File: config.mk
export PLATFORM = sky130hd
export DESIGN_NAME = zpu_mem_ctrl_flat
export DESIGN_NICKNAME = d
export VERILOG_FILES = /design/src/rtl/zpu_config.sv /design/src/rtl/zpu_mem_ctrl_if.sv /design/src/rtl/zpu_io_timer.sv /design/src/rtl/zpu_mem_ctrl.sv /design/src/flat_wrapper.sv
export SDC_FILE = /design/constraint.sdc
export NUM_CORES = 1
export LEC_CHECK = 0
export ABC_AREA = 1
export ABC_CLOCK_PERIOD_IN_PS = 7400
export BUFFER_PORTS_ARGS = -buffer_cell sky130_fd_sc_hd__buf_2
export CORE_MARGIN = 2
export CORE_UTILIZATION = 49
export DETAILED_ROUTE_END_ITERATION = 7
export GPL_ROUTABILITY_DRIVEN = 0
export PLACE_DENSITY = 0.81
export REMOVE_ABC_BUFFERS = 1
export SYNTH_ARGS = -nofsm -noshare
export SYNTH_HDL_FRONTEND = slang
export SYNTH_SLANG_ARGS = --single-unit
export TNS_END_PERCENT = 20
File: constraint.sdc
create_clock -name clk -period 7.4 [get_ports clk]
set_input_delay 1.85 -clock clk [delete_from_list [all_inputs] [get_ports clk]]
set_output_delay 1.85 -clock clk [all_outputs]
set_load 0.005 [all_outputs]
File: src/rtl/zpu_config.sv
// Shared ZPU configuration: word geometry, IO decode bit and memory-controller
// state encoding used by zpu_mem_ctrl and its timer.
package zpu_config;

   localparam int wordSize  = 32;
   localparam int wordBytes = 4;
   localparam int ioBit     = 27;

   localparam int               IO_BIT_DEF     = 27;
   localparam int               IO_TIMEOUT_DEF = 255;
   localparam logic [31:0]      ERR_DATA_DEF   = 32'hDEADBEEF;

   typedef enum logic [1:0] {
      ST_IDLE    = 2'd0,
      ST_DRAM_RD = 2'd1,
      ST_IO_WAIT = 2'd2
   } mc_state_t;

endpackage

File: src/rtl/zpu_mem_ctrl_if.sv
// ZPU core memory bus: request side driven by the core (master), busy and
// read-data returned by the memory controller (slave).
interface zpu_mem_ctrl_if #(
   parameter int ADDR_W     = 28,
   parameter int WORD_SIZE  = 32,
   parameter int WORD_BYTES = 4
);
   logic [ADDR_W-1:0]     mem_addr;
   logic                  mem_readEnable;
   logic                  mem_writeEnable;
   logic [WORD_SIZE-1:0]  mem_write;
   logic [WORD_BYTES-1:0] mem_writeMask;
   logic                  mem_busy;
   logic [WORD_SIZE-1:0]  mem_read;

   modport master (
      output mem_addr, mem_readEnable, mem_writeEnable, mem_write, mem_writeMask,
      input  mem_busy, mem_read
   );

   modport slave (
      input  mem_addr, mem_readEnable, mem_writeEnable, mem_write, mem_writeMask,
      output mem_busy, mem_read
   );
endinterface

File: src/rtl/zpu_io_timer.sv
// 8-bit clear/increment timer bounding IO accesses; tc_o flags the increment
// that brings the count up to TERM.
module zpu_io_timer #(
   parameter int TERM = 255
) (
   input  logic clk,
   input  logic areset,
   input  logic clr_i,
   input  logic inc_i,
   output logic tc_o
);
   logic [7:0] count_q, count_d;

   always_comb begin
      count_d = count_q;
      if (clr_i)
         count_d = '0;
      else if (inc_i)
         count_d = count_q + 8'd1;
   end

   always_ff @(posedge clk or posedge areset) begin
      if (areset)
         count_q <= '0;
      else
         count_q <= count_d;
   end

   assign tc_o = inc_i & (count_d == 8'(TERM));
endmodule

File: src/rtl/zpu_mem_ctrl.sv
// ZPU memory-bus controller: decodes core accesses onto DPRAM or IO space,
// generates busy / read-data return, IO timeout and the post-reset core enable.
module zpu_mem_ctrl
   import zpu_config::*;
#(
   parameter int                   WORD_SIZE  = wordSize,
   parameter int                   WORD_BYTES = wordBytes,
   parameter int                   ADDR_W     = 28,
   parameter int                   IO_BIT     = IO_BIT_DEF,
   parameter int                   IO_TIMEOUT = IO_TIMEOUT_DEF,
   parameter logic [WORD_SIZE-1:0] ERR_DATA   = ERR_DATA_DEF
) (
   input  logic                  clk,
   input  logic                  areset,
   output logic                  enable,
   zpu_mem_ctrl_if.slave         zpu,
   output logic [ADDR_W-1:0]     dram_addr,
   output logic                  dram_re,
   output logic                  dram_we,
   output logic [WORD_SIZE-1:0]  dram_wdata,
   output logic [WORD_BYTES-1:0] dram_mask,
   input  logic [WORD_SIZE-1:0]  dram_rdata,
   output logic [ADDR_W-1:0]     io_addr,
   output logic                  io_re,
   output logic                  io_we,
   output logic [WORD_SIZE-1:0]  io_wdata,
   input  logic [WORD_SIZE-1:0]  io_rdata,
   input  logic                  io_ack,
   output logic                  bus_err
);
   mc_state_t             state_q;
   logic                  enable_q;
   logic [ADDR_W-1:0]     dram_addr_q, io_addr_q;
   logic [WORD_SIZE-1:0]  dram_wdata_q, io_wdata_q, mem_read_q;
   logic [WORD_BYTES-1:0] dram_mask_q;
   logic                  dram_re_q, dram_we_q, io_re_q, io_we_q, bus_err_q;
   logic                  io_rd_q, rd_bypass_q;

   logic req, accept, acc_rd, acc_io, io_tc;

   // Read wins over write when both enables are high.
   assign req    = (zpu.mem_readEnable | zpu.mem_writeEnable) & enable_q;
   assign accept = (state_q == ST_IDLE) & req;
   assign acc_rd = zpu.mem_readEnable;
   assign acc_io = zpu.mem_addr[IO_BIT];

   assign zpu.mem_busy = (accept & (acc_rd | acc_io)) | (state_q != ST_IDLE);
   // DPRAM data appears the cycle after its strobe; present it directly then hold it.
   assign zpu.mem_read = rd_bypass_q ? dram_rdata : mem_read_q;

   zpu_io_timer #(
      .TERM (IO_TIMEOUT)
   ) u_io_timer (
      .clk    (clk),
      .areset (areset),
      .clr_i  (accept & acc_io),
      .inc_i  (state_q == ST_IO_WAIT),
      .tc_o   (io_tc)
   );

   always_ff @(posedge clk or posedge areset) begin
      if (areset) begin
         state_q      <= ST_IDLE;
         enable_q     <= 1'b0;
         dram_addr_q  <= '0;
         dram_wdata_q <= '0;
         dram_mask_q  <= '0;
         dram_re_q    <= 1'b0;
         dram_we_q    <= 1'b0;
         io_addr_q    <= '0;
         io_wdata_q   <= '0;
         io_re_q      <= 1'b0;
         io_we_q      <= 1'b0;
         io_rd_q      <= 1'b0;
         bus_err_q    <= 1'b0;
         mem_read_q   <= '0;
         rd_bypass_q  <= 1'b0;
      end else begin
         enable_q    <= 1'b1;
         dram_re_q   <= 1'b0;
         dram_we_q   <= 1'b0;
         io_re_q     <= 1'b0;
         io_we_q     <= 1'b0;
         bus_err_q   <= 1'b0;
         rd_bypass_q <= 1'b0;
         if (rd_bypass_q)
            mem_read_q <= dram_rdata;

         case (state_q)
            ST_IDLE: begin
               if (accept) begin
                  if (acc_io) begin
                     io_addr_q  <= zpu.mem_addr;
                     io_wdata_q <= zpu.mem_write;
                     io_re_q    <= acc_rd;
                     io_we_q    <= ~acc_rd;
                     io_rd_q    <= acc_rd;
                     state_q    <= ST_IO_WAIT;
                  end else begin
                     dram_addr_q  <= zpu.mem_addr;
                     dram_wdata_q <= zpu.mem_write;
                     dram_mask_q  <= zpu.mem_writeMask;
                     dram_re_q    <= acc_rd;
                     dram_we_q    <= ~acc_rd;
                     if (acc_rd)
                        state_q <= ST_DRAM_RD;
                  end
               end
            end

            ST_DRAM_RD: begin
               rd_bypass_q <= 1'b1;
               state_q     <= ST_IDLE;
            end

            ST_IO_WAIT: begin
               // An ack on the terminal-count cycle still completes normally.
               if (io_ack) begin
                  if (io_rd_q)
                     mem_read_q <= io_rdata;
                  state_q <= ST_IDLE;
               end else if (io_tc) begin
                  if (io_rd_q)
                     mem_read_q <= ERR_DATA;
                  bus_err_q <= 1'b1;
                  state_q   <= ST_IDLE;
               end
            end

            default: state_q <= ST_IDLE;
         endcase
      end
   end

   assign enable     = enable_q;
   assign dram_addr  = dram_addr_q;
   assign dram_re    = dram_re_q;
   assign dram_we    = dram_we_q;
   assign dram_wdata = dram_wdata_q;
   assign dram_mask  = dram_mask_q;
   assign io_addr    = io_addr_q;
   assign io_re      = io_re_q;
   assign io_we      = io_we_q;
   assign io_wdata   = io_wdata_q;
   assign bus_err    = bus_err_q;
endmodule

File: src/flat_wrapper.sv
// flat-port wrapper written by rule: the top's interface ports become plain ports
module zpu_mem_ctrl_flat import zpu_config::*;
#(
   parameter int                   WORD_SIZE  = wordSize,
   parameter int                   WORD_BYTES = wordBytes,
   parameter int                   ADDR_W     = 28,
   parameter int                   IO_BIT     = IO_BIT_DEF,
   parameter int                   IO_TIMEOUT = IO_TIMEOUT_DEF,
   parameter logic [WORD_SIZE-1:0] ERR_DATA   = ERR_DATA_DEF
)
  (clk, areset, enable, dram_addr, dram_re, dram_we, dram_wdata, dram_mask, dram_rdata, io_addr, io_re, io_we, io_wdata, io_rdata, io_ack, bus_err, zpu_mem_addr, zpu_mem_readEnable, zpu_mem_writeEnable, zpu_mem_write, zpu_mem_writeMask, zpu_mem_busy, zpu_mem_read);
  zpu_mem_ctrl_if #(.ADDR_W(ADDR_W), .WORD_SIZE(WORD_SIZE), .WORD_BYTES(WORD_BYTES)) zpu_i ();
  input  logic clk;
  input  logic areset;
  output logic enable;
  output logic [ADDR_W-1:0] dram_addr;
  output logic dram_re;
  output logic dram_we;
  output logic [WORD_SIZE-1:0] dram_wdata;
  output logic [WORD_BYTES-1:0] dram_mask;
  input  logic [WORD_SIZE-1:0] dram_rdata;
  output logic [ADDR_W-1:0] io_addr;
  output logic io_re;
  output logic io_we;
  output logic [WORD_SIZE-1:0] io_wdata;
  input  logic [WORD_SIZE-1:0] io_rdata;
  input  logic io_ack;
  output logic bus_err;
  input wire logic [$bits(zpu_i.mem_addr)-1:0] zpu_mem_addr;
  input wire logic [$bits(zpu_i.mem_readEnable)-1:0] zpu_mem_readEnable;
  input wire logic [$bits(zpu_i.mem_writeEnable)-1:0] zpu_mem_writeEnable;
  input wire logic [$bits(zpu_i.mem_write)-1:0] zpu_mem_write;
  input wire logic [$bits(zpu_i.mem_writeMask)-1:0] zpu_mem_writeMask;
  output wire logic [$bits(zpu_i.mem_busy)-1:0] zpu_mem_busy;
  output wire logic [$bits(zpu_i.mem_read)-1:0] zpu_mem_read;
  assign zpu_i.mem_addr = zpu_mem_addr;
  assign zpu_i.mem_readEnable = zpu_mem_readEnable;
  assign zpu_i.mem_writeEnable = zpu_mem_writeEnable;
  assign zpu_i.mem_write = zpu_mem_write;
  assign zpu_i.mem_writeMask = zpu_mem_writeMask;
  assign zpu_mem_busy = zpu_i.mem_busy;
  assign zpu_mem_read = zpu_i.mem_read;
  zpu_mem_ctrl #(.WORD_SIZE(WORD_SIZE), .WORD_BYTES(WORD_BYTES), .ADDR_W(ADDR_W), .IO_BIT(IO_BIT), .IO_TIMEOUT(IO_TIMEOUT), .ERR_DATA(ERR_DATA)) u_core (.clk(clk), .areset(areset), .enable(enable), .zpu(zpu_i), .dram_addr(dram_addr), .dram_re(dram_re), .dram_we(dram_we), .dram_wdata(dram_wdata), .dram_mask(dram_mask), .dram_rdata(dram_rdata), .io_addr(io_addr), .io_re(io_re), .io_we(io_we), .io_wdata(io_wdata), .io_rdata(io_rdata), .io_ack(io_ack), .bus_err(bus_err));
endmodule
# Yosys cells after proc, flatten, opt, wreduce, memory -nomap -nowiden
# Cells that the tools add are included.
op_classes:
  eq_ne: 6
  mux: 30
  reduce_logical: 5
  addsub: 1
  bitwise: 10
op_table:
  columns: ["operator", "count"]
  rows:
  - ["$mux 32", 6]
  - ["$mux 1", 16]
  - ["$mux 8", 2]
  - ["$mux 2", 5]
  - ["$reduce_and 3->1", 3]
  - ["$add 8x1->8 const B", 1]
  - ["$eq 8x8->1 const B", 1]
  - ["$and 1x1->1", 5]
  - ["$pmux 2 s2", 1]
  - ["$ne 3x2->1 const B", 1]
  - ["$ne 3x3->1 const B", 1]
  - ["$or 1x1->1", 3]
  - ["$eq 2x1->1 const B", 1]
  - ["$eq 2x2->1 const B", 1]
  - ["$logic_not 2->1", 1]
  - ["$ne 2x1->1 const B", 1]
  - ["$not 1->1", 2]
  - ["$reduce_bool 2->1", 1]
totals:
  elab_cells: 68
  in_bits: 133
  out_inout_bits: 163
  regBits: 173

# Depth between registers and ports, before layout
# Gate-level depths: netlist of the first run.
depth:
  depth_word: 10
  mapped_depth: 14
  depth_no_buf: 12

# Modules after synthesis
# From an unflattened synthesis of the first run, not the netlist that was laid out.
hier_totals:
  hier_cells: 926
  hier_area_um2: 7509.7
by_module_without_submodules:
  columns: ["module", "instances", "seq_area_each_um2", "area_each_um2", "cells_per_inst"]
  rows:
  - ["zpu_mem_ctrl", 1, 4129.0, 6993.0, 862]
  - ["zpu_io_timer", 1, 200.2, 516.7, 64]

# Worst setup path after synthesis of the first run
# Ideal clock, no wire load.
synth_timing:
  kind: "input -> output"
  from: "input dram_rdata[0]"
  to: "output zpu_mem_read[0]"
  required_time_ns: 5.550
  arrival_time_ns: 2.317
  setup_slack_ns: 3.233
  n_path_buf: 0
  cell_stages: 3
  path_cell_list: "or2_2 > o21ai_0 > inv_1"
synth_via:
  elab_chain_cells: 1
synth_rtl:
  columns: ["element", "line", "source"]
  rows:
  - ["from (decl)", "flat_wrapper.sv:21", "input logic [WORD_SIZE-1:0] dram_rdata;"]
  - ["$mux 32", "zpu_mem_ctrl.sv:49", "assign zpu.mem_read = rd_bypass_q ? dram_rdata : mem_read_q;"]
  - ["to (decl)", "flat_wrapper.sv:35", "output wire logic [$bits(zpu_i.mem_read)-1:0] zpu_mem_read;"]
# No other way between the ends.

# Worst setup path in the final report of the first run
layout_timing:
  from: "input zpu_mem_readEnable"
  to: "output zpu_mem_busy"
layout_via:
  elab_chain_cells: 5
  elab_cells_between_ends: 6
  cone_classes: "bitwise: 6"
layout_rtl:
  columns: ["element", "line", "source"]
  rows:
  - ["from (decl)", "flat_wrapper.sv:30", "input wire logic [$bits(zpu_i.mem_readEnable)-1:0] zpu_mem_readEnable;"]
  - ["$or 1x1->1", "zpu_mem_ctrl.sv:42", "assign req = (zpu.mem_readEnable | zpu.mem_writeEnable) & enable_q;"]
  - ["$and 1x1->1", "zpu_mem_ctrl.sv:42", null]
  - ["$and 1x1->1", "zpu_mem_ctrl.sv:43", "assign accept = (state_q == ST_IDLE) & req;"]
  - ["$and 1x1->1 (*)", "zpu_mem_ctrl.sv:47", "assign zpu.mem_busy = (accept & (acc_rd | acc_io)) | (state_q != ST_IDLE);"]
  - ["$or 1x1->1 (*)", "zpu_mem_ctrl.sv:47", null]
  - ["to (decl)", "flat_wrapper.sv:34", "output wire logic [$bits(zpu_i.mem_busy)-1:0] zpu_mem_busy;"]
# Mark *: on every way between the ends. The rest lies on a longest branch, timed or not.

==> summary.txt, run 1 <==
Route
  • Final wirelength: 19,800 µm
  • Vias: 6,773
  • Initial detailed-routing violation count: 336
  • Post-route DRC: 0
  • Routed length per instance: 14.9 µm
  • Vias per cell: 5.07
  • DRT antenna net count: 0
  • First-pass DRT Iterations: 5

Worst hold path
  • Worst hold path class: reg -> reg
  • Hold depth: 1

STA
  • Slew @ Worst Pin: 0.988 ns
  • Final period util: 60.9%
  • Fin. max-slew vios: 0
  • Final setup fails: 0
  • RSZ-0062 raised after global routing: no
  • Max-slew headroom: 34.1%
  • Tmin final: 4.51 ns
  • Setup_tns: 0 ns
  • Final hold violation count: 0
  • Worst hold slack: 0.477 ns
  • Clk_skew: 0.0163 ns
  • Fmax: 222 MHz

Die
  • Initial Util: 50.7%
  • Die ar.: 0.0161 mm²
  • I/O pin cnt: 296
  • FP Rows: 44
  • Die Wd: 127 µm
  • Die height: 127 µm
  • Core area: 0.0146 mm²

Finish
  • Nets@finish: 1,270
  • Commonest non-fill, non-tap cells in the layout: buf_2 (294), nand2_1 (229), dfrtp_1 (173)
  • Syn-to-layout area delta: 29.1%
  • Most common cell after layout, fill and taps aside: buf_2
  • Layout cells sized above 1: 32.0%

Critical path
  • Cell Chain, Critical Path: buf_2, nor2_1, nor2_1, nor2_1, a31oi_1, buf_2
  • CP peak stage delay: 0.31 ns
  • Crit path DAT: 2.66 ns
  • Crit path launch type: input port
  • Slowest CP cell: nor2_1
  • Critical path type: in -> out
  • CP endpoint kind: output pin
  • Cell repeated most along the worst path: nor2_1
  • Worst-path fanout max: 4
  • Length in cells of the worst reg-to-reg path: 10
  • WP data required: 5.55 ns

Yosys
  • Synth warn: 0
  • Synthesized flop and latch total: 173
  • Sequential fraction of the synthesis area: 58.3%
  • Cell count after synthesis: 865
  • Post-Syn Area: 0.00742 mm²
  • Distinct cells, synth: 27
  • Mean Syn Cell Area: 8.58 µm²

CTS
  • Maximum clock path buffer count: 2
  • Hold_buf cts: 0
  • CTS tree: done
  • Clk root buf: clkbuf_16
  • Clock slew at reported path FFs: 0.06 ns
  • Clock latency on the worst-skew pair: 0.43 ns
  • Buffers inserted by post-CTS timing repair: 0
  • H-tree depth: 4
  • Post-CTS resize count: 0
  • CTS Buf Count: 17
  • Sink Count: 173

Global route
  • Vias in the first global route: 6,431
  • First-pass GRT wire length: 32,100 µm
  • Initial antenna violation count: 2
  • Grt ovf: 0
  • Pin count of the biggest net entering global routing: 113
  • Global router's overall resource usage: 25.0%

Place
  • IO Port Bufs: 294
  • Detailed placer's ending HPWL: 13,800 µm

Power and ir drop
  • P_leak: 5.32 nW
  • PwrDens: 311 mW/mm²
  • Worst VDD drop: 0.162 mV

Run status
  • Status: finished clean

Job
  • Max Cap Viol: 0
[state kept, by name (all words and copies together), names as in the netlist]
name                       flops
u_core.mem_read_q             32
u_core.rd_bypass_q             1
u_core.state_q                 2
u_core.dram_re                 1
u_core.enable                  1
u_core.bus_err                 1
u_core.u_io_timer.count_q      8
u_core.io_re                   1
u_core.io_we                   1
u_core.io_rd_q                 1
u_core.io_wdata               32
u_core.dram_we                 1
u_core.dram_mask               4
u_core.io_addr                28
u_core.dram_addr              27
u_core.dram_wdata             32
[per-layer routing]
layer	up-vias	share of wire (%)	track usage, %
met4	0	1.9	8.53
li1	3289	-	-
met3	26	8.5	7.96
met1	3185	41	31.2
met5	-	0	0
met2	273	49	41.5
[through the flow]
step	std cells	util [%]	setup WS, ns	total power [mW]	instance area [µm²]
4_1_cts	1333	65.4	2.89	3.00	9580
3_5_place_dp	1301	61.4	2.90	2.12	8990
5_1_grt	1335	65.4	2.85	3.19	9580
6_report	1335	65.4	2.89	2.98	9580
3_3_place_gp	1301	61.4	2.92	2.08	8990
2_1_floorplan	816	-	0.862	1.72	7210
[Yosys cell counts]
cell type,instances,area [µm²]
nand2_1,230,863
dfrtp_1,173,4330
o21ai_0,137,686
inv_1,98,368
nor2_1,53,199
clkbuf_1,40,150
a21oi_1,32,160
nand3_1,17,85.1
a31oi_1,16,100
or2_2,16,100
a211oi_1,15,113
a22oi_1,5,37.5
buf_2,5,25.0
nor2_2,5,31.3
mux2_2,4,45.0
nand2_2,3,18.8
a21oi_2,2,17.5
buf_6,2,22.5
conb_1,2,7.51
inv_2,2,7.51
nand4_1,2,12.5
buf_1,1,3.75
buf_4,1,7.51
clkinv_1,1,3.75
ha_1,1,12.5
nand3_2,1,10.0
nor3_1,1,5.00
[layout make-up]
| type | count | area (µm²) |
|---|---|---|
| sequential | 173 | 4330 |
| timing repair buffer | 301 | 1520 |
| fill | 1212 | 5060 |
| multi-input combinational | 542 | 2530 |
| clock buffer | 20 | 447 |
| clock inverter | 12 | 136 |
| antenna | 2 | 5.00 |
| tap | 184 | 230 |
| inverter | 101 | 384 |
[worst max-delay path: cells and delay by family]
family / cells / cell delay, ns
AO/OA/AOI/OAI: 1 / 0.14
buffers and inverters: 2 / 0.24
AND/OR/NAND/NOR: 3 / 0.42
[power by group]
| part | internal [mW] | switching, mW |
|---|---|---|
| logic | 0.350 | 0.454 |
| registers | 1.18 | 0.116 |
| clock network | 0.510 | 0.371 |
| total | 2.04 | 0.941 |
[final timing paths]
path,startpoint,endpoint,slack (ns)
max in group asynchronous,areset,u_core.io_wdata[6],4.38
hold reg to reg,u_core.io_addr[27],u_core.io_addr[27],0.48
hold / removal,u_core.io_addr[27],u_core.io_addr[27],0.48
setup / recovery,zpu_mem_readEnable,zpu_mem_busy,2.89
min in group asynchronous,areset,u_core.mem_read_q[18],1.63
setup reg to reg,u_core.state_q[1],u_core.mem_read_q[30],4.49
[logic make-up (layout without fill, tap and decap cells)]
| kind of cell | count (synthesis) | count (layout) | synth area share [%] |
|---|---|---|---|
| flip-flops | 173 | 173 | 58.3 |
| AND/OR/NAND/NOR | 328 | 328 | 17.9 |
| other | 2 | 4 | 0.101 |
| adder cells (fa/ha/maj) | 1 | 1 | 0.169 |
| AO/OA/AOI/OAI | 207 | 207 | 15.0 |
| buffers and inverters | 150 | 434 | 7.92 |
| multiplexers | 4 | 4 | 0.607 |
Power figures use the tool's default switching activity.
==> run 2: changes to the inputs <==
--- a/config.mk
+++ b/config.mk
@@ -6,13 +6,13 @@
 export NUM_CORES = 1
 export LEC_CHECK = 0
 export ABC_AREA = 1
-export ABC_CLOCK_PERIOD_IN_PS = 7400
+export ABC_CLOCK_PERIOD_IN_PS = 3600
 export BUFFER_PORTS_ARGS = -buffer_cell sky130_fd_sc_hd__buf_2
 export CORE_MARGIN = 2
-export CORE_UTILIZATION = 49
+export CORE_UTILIZATION = 44
 export DETAILED_ROUTE_END_ITERATION = 7
 export GPL_ROUTABILITY_DRIVEN = 0
-export PLACE_DENSITY = 0.81
+export PLACE_DENSITY = 0.77
 export REMOVE_ABC_BUFFERS = 1
 export SYNTH_ARGS = -nofsm -noshare
 export SYNTH_HDL_FRONTEND = slang
==> constraint.sdc (replaced) <==
create_clock -name clk -period 3.6 [get_ports clk]
set_input_delay 0.9 -clock clk [delete_from_list [all_inputs] [get_ports clk]]
set_output_delay 0.9 -clock clk [all_outputs]
set_load 0.005 [all_outputs]
==> run 2 against run 1 <==
Flip-flop and latch count unchanged. Highest routed layer unchanged. Combinational power up 110%. Critical path depth down 1. Largest power group unchanged. Register-to-register slack worse by 3.4 ns. Power up 110%. Final cell count up 3.1%. Clock power up 110%.
==> summary.txt, run 2 (synthesis results as in run 1) <==
Job
  • Max Cap Viol: 0 (unchanged)

STA
  • Final setup fails: 0 (unchanged)
  • PnR worst setup slack: 0.685 ns (-2.21 ns)
  • Setup_tns: 0 ns (unchanged)
  • Fmax: 343 MHz
  • Tmin final: 2.91 ns
  • Max-slew headroom: 47.2% (+13 points)
  • Final period util: 81.0%
  • Fin. max-slew vios: 0 (unchanged)
  • Clk_skew: 0.0107 ns (-0.00561 ns)
  • RSZ-0062 raised after global routing: no
  • Final hold violation count: 0 (unchanged)
  • Slew @ Worst Pin: 0.791 ns (-0.197 ns)

Finish
  • Design area: 0.00971 mm² (+1.3%)
  • Commonest non-fill, non-tap cells in the layout: buf_2 (294), nand2_1 (229), dfrtp_1 (173)
  • Most common cell after layout, fill and taps aside: buf_2
  • Layout cells sized above 1: 32.7% (+0.64 points)
  • Antenna cell count: 0 (-2)
  • FILL cells: 1,516 (+25%)
  • Syn-to-layout area delta: 30.8%
  • Nets@finish: 1,278 (+0.63%)

Global route
  • Pin count of the biggest net entering global routing: 81 (-28%)
  • Vias in the first global route: 6,295 (-2.1%)
  • Global router's overall resource usage: 21.5% (-3.5 points)
  • Grt ovf: 0 (unchanged)
  • Initial antenna violation count: 0 (-2)
  • First-pass GRT wire length: 31,000 µm (-3.7%)

Critical path
  • Crit path launch type: flip-flop
  • Critical path type: reg -> out
  • R2r startpoint: u_core.state_q[1]
  • Crit path DAT: 2.01 ns (-0.65 ns)
  • Largest delay share family, worst path: buffers and inverters
  • CP endpoint kind: output pin
  • WP buf/inv: 3 (+1)
  • Stages on the worst setup path: 5 (-1)
  • Cell repeated most along the worst path: inv_1
  • Length in cells of the worst reg-to-reg path: 8 (-2)
  • Worst-path fanout max: 27 (+23)
  • CP peak stage delay: 0.58 ns (+0.27 ns)
  • Cell Chain, Critical Path: inv_1, or2_2, o21ai_0, inv_1, buf_2
  • Setup slack, reg-to-reg: 1.11 ns (-3.38 ns)
  • WP data required: 2.70 ns (-2.85 ns)
  • Slowest CP cell: inv_1
  • Reg-to-reg critical path endpoint: u_core.mem_read_q[23]

Die
  • Die height: 134 µm (+5.4%)
  • Core area: 0.0165 mm² (+13%)
  • Die ar.: 0.0179 mm² (+11%)
  • I/O pin cnt: 296 (unchanged)
  • FP Rows: 47 (+6.8%)
  • Die Wd: 134 µm (+5.4%)
  • Initial Util: 44.9% (-5.8 points)

CTS
  • Clock latency on the worst-skew pair: 0.43 ns (about the same)
  • CTS Buf Count: 17 (unchanged)
  • Post-CTS resize count: 0 (unchanged)
  • Maximum clock path buffer count: 2 (unchanged)
  • CTS tree: done
  • Sink Count: 173 (unchanged)
  • Buffers inserted by post-CTS timing repair: 0 (unchanged)
  • H-tree depth: 4 (unchanged)
  • Hold_buf cts: 0 (unchanged)
  • Clock slew at reported path FFs: 0.08 ns (+0.02 ns)
  • Clk root buf: clkbuf_16

Place
  • Pre-CTS WS: 0.712 ns (-2.18 ns)
  • Placed instance area: 0.00911 mm² (+1.3%)
  • IO Port Bufs: 294 (unchanged)
  • Detailed placer's ending HPWL: 13,500 µm (-2.5%)

Power and ir drop
  • P_leak: 5.37 nW (+0.99%)
  • Overall power: 6.13 mW (+110%)
  • Worst VDD drop: 0.339 mV (+110%)
  • PwrDens: 631 mW/mm² (+100%)

Route
  • First-pass DRT Iterations: 7 (+2)
  • Initial detailed-routing violation count: 368 (+9.5%)
  • Vias per cell: 4.88 (-3.9%)
  • Vias: 6,713 (-0.89%)
  • Post-route DRC: 0 (unchanged)
  • Final wirelength: 19,100 µm (-3.9%)
  • Routed length per instance: 13.8 µm (-6.8%)
  • DRT antenna net count: 0 (unchanged)

Worst hold path
  • Worst hold path class: in -> async

Run status
  • Status: finished clean
[run 2: final cells by class]
cell class	instances	area [µm²]	area share, %
sequential	173	4330	44.6
multi-input combinational	542	2530	26.0
timing repair buffer	309	1600	16.4
clock buffer	17	425	4.38
inverter	101	384	3.96
tap	220	275	2.84
clock inverter	15	170	1.75
[run 2: where the power goes]
part | internal (mW) | leakage (nW) | switching (mW)
combinational | 0.732 | 2.95 | 0.934
sequential | 2.43 | 2.13 | 0.220
clock | 0.937 | 0.293 | 0.878
total | 4.10 | 5.37 | 2.03
[run 2: through the flow]
step,cells,hold slack [ns],util (%)
final,1377,0.448,58.7
after global routing,1377,0.468,58.7
after CTS,1377,0.452,58.7
after floorplan,816,0.465,-
after detailed placement,1345,0.452,55.1
after global placement,1345,0.460,55.1
[run 2: metal layers]
metal	global-route usage (%)	vias up	wire [µm]
met1	28.2	3128	7980
li1	-	3308	-
met3	7.94	18	1820
met5	0	-	0
met2	34.0	259	9030
met4	5.56	0	231
[run 2: worst max-delay path by stage]
| stage | from | endpoint | slack [ns] |
|---|---|---|---|
| floorplan | areset | u_core.bus_err | -1.99 |
| global placement | zpu_mem_readEnable | u_core.mem_read_q[1] | 0.77 |
| detailed placement | zpu_mem_readEnable | u_core.mem_read_q[6] | 0.71 |
| CTS | u_core.rd_bypass_q | zpu_mem_read[30] | 0.66 |
| global route | u_core.rd_bypass_q | zpu_mem_read[30] | 0.53 |
| finish | u_core.rd_bypass_q | zpu_mem_read[30] | 0.69 |
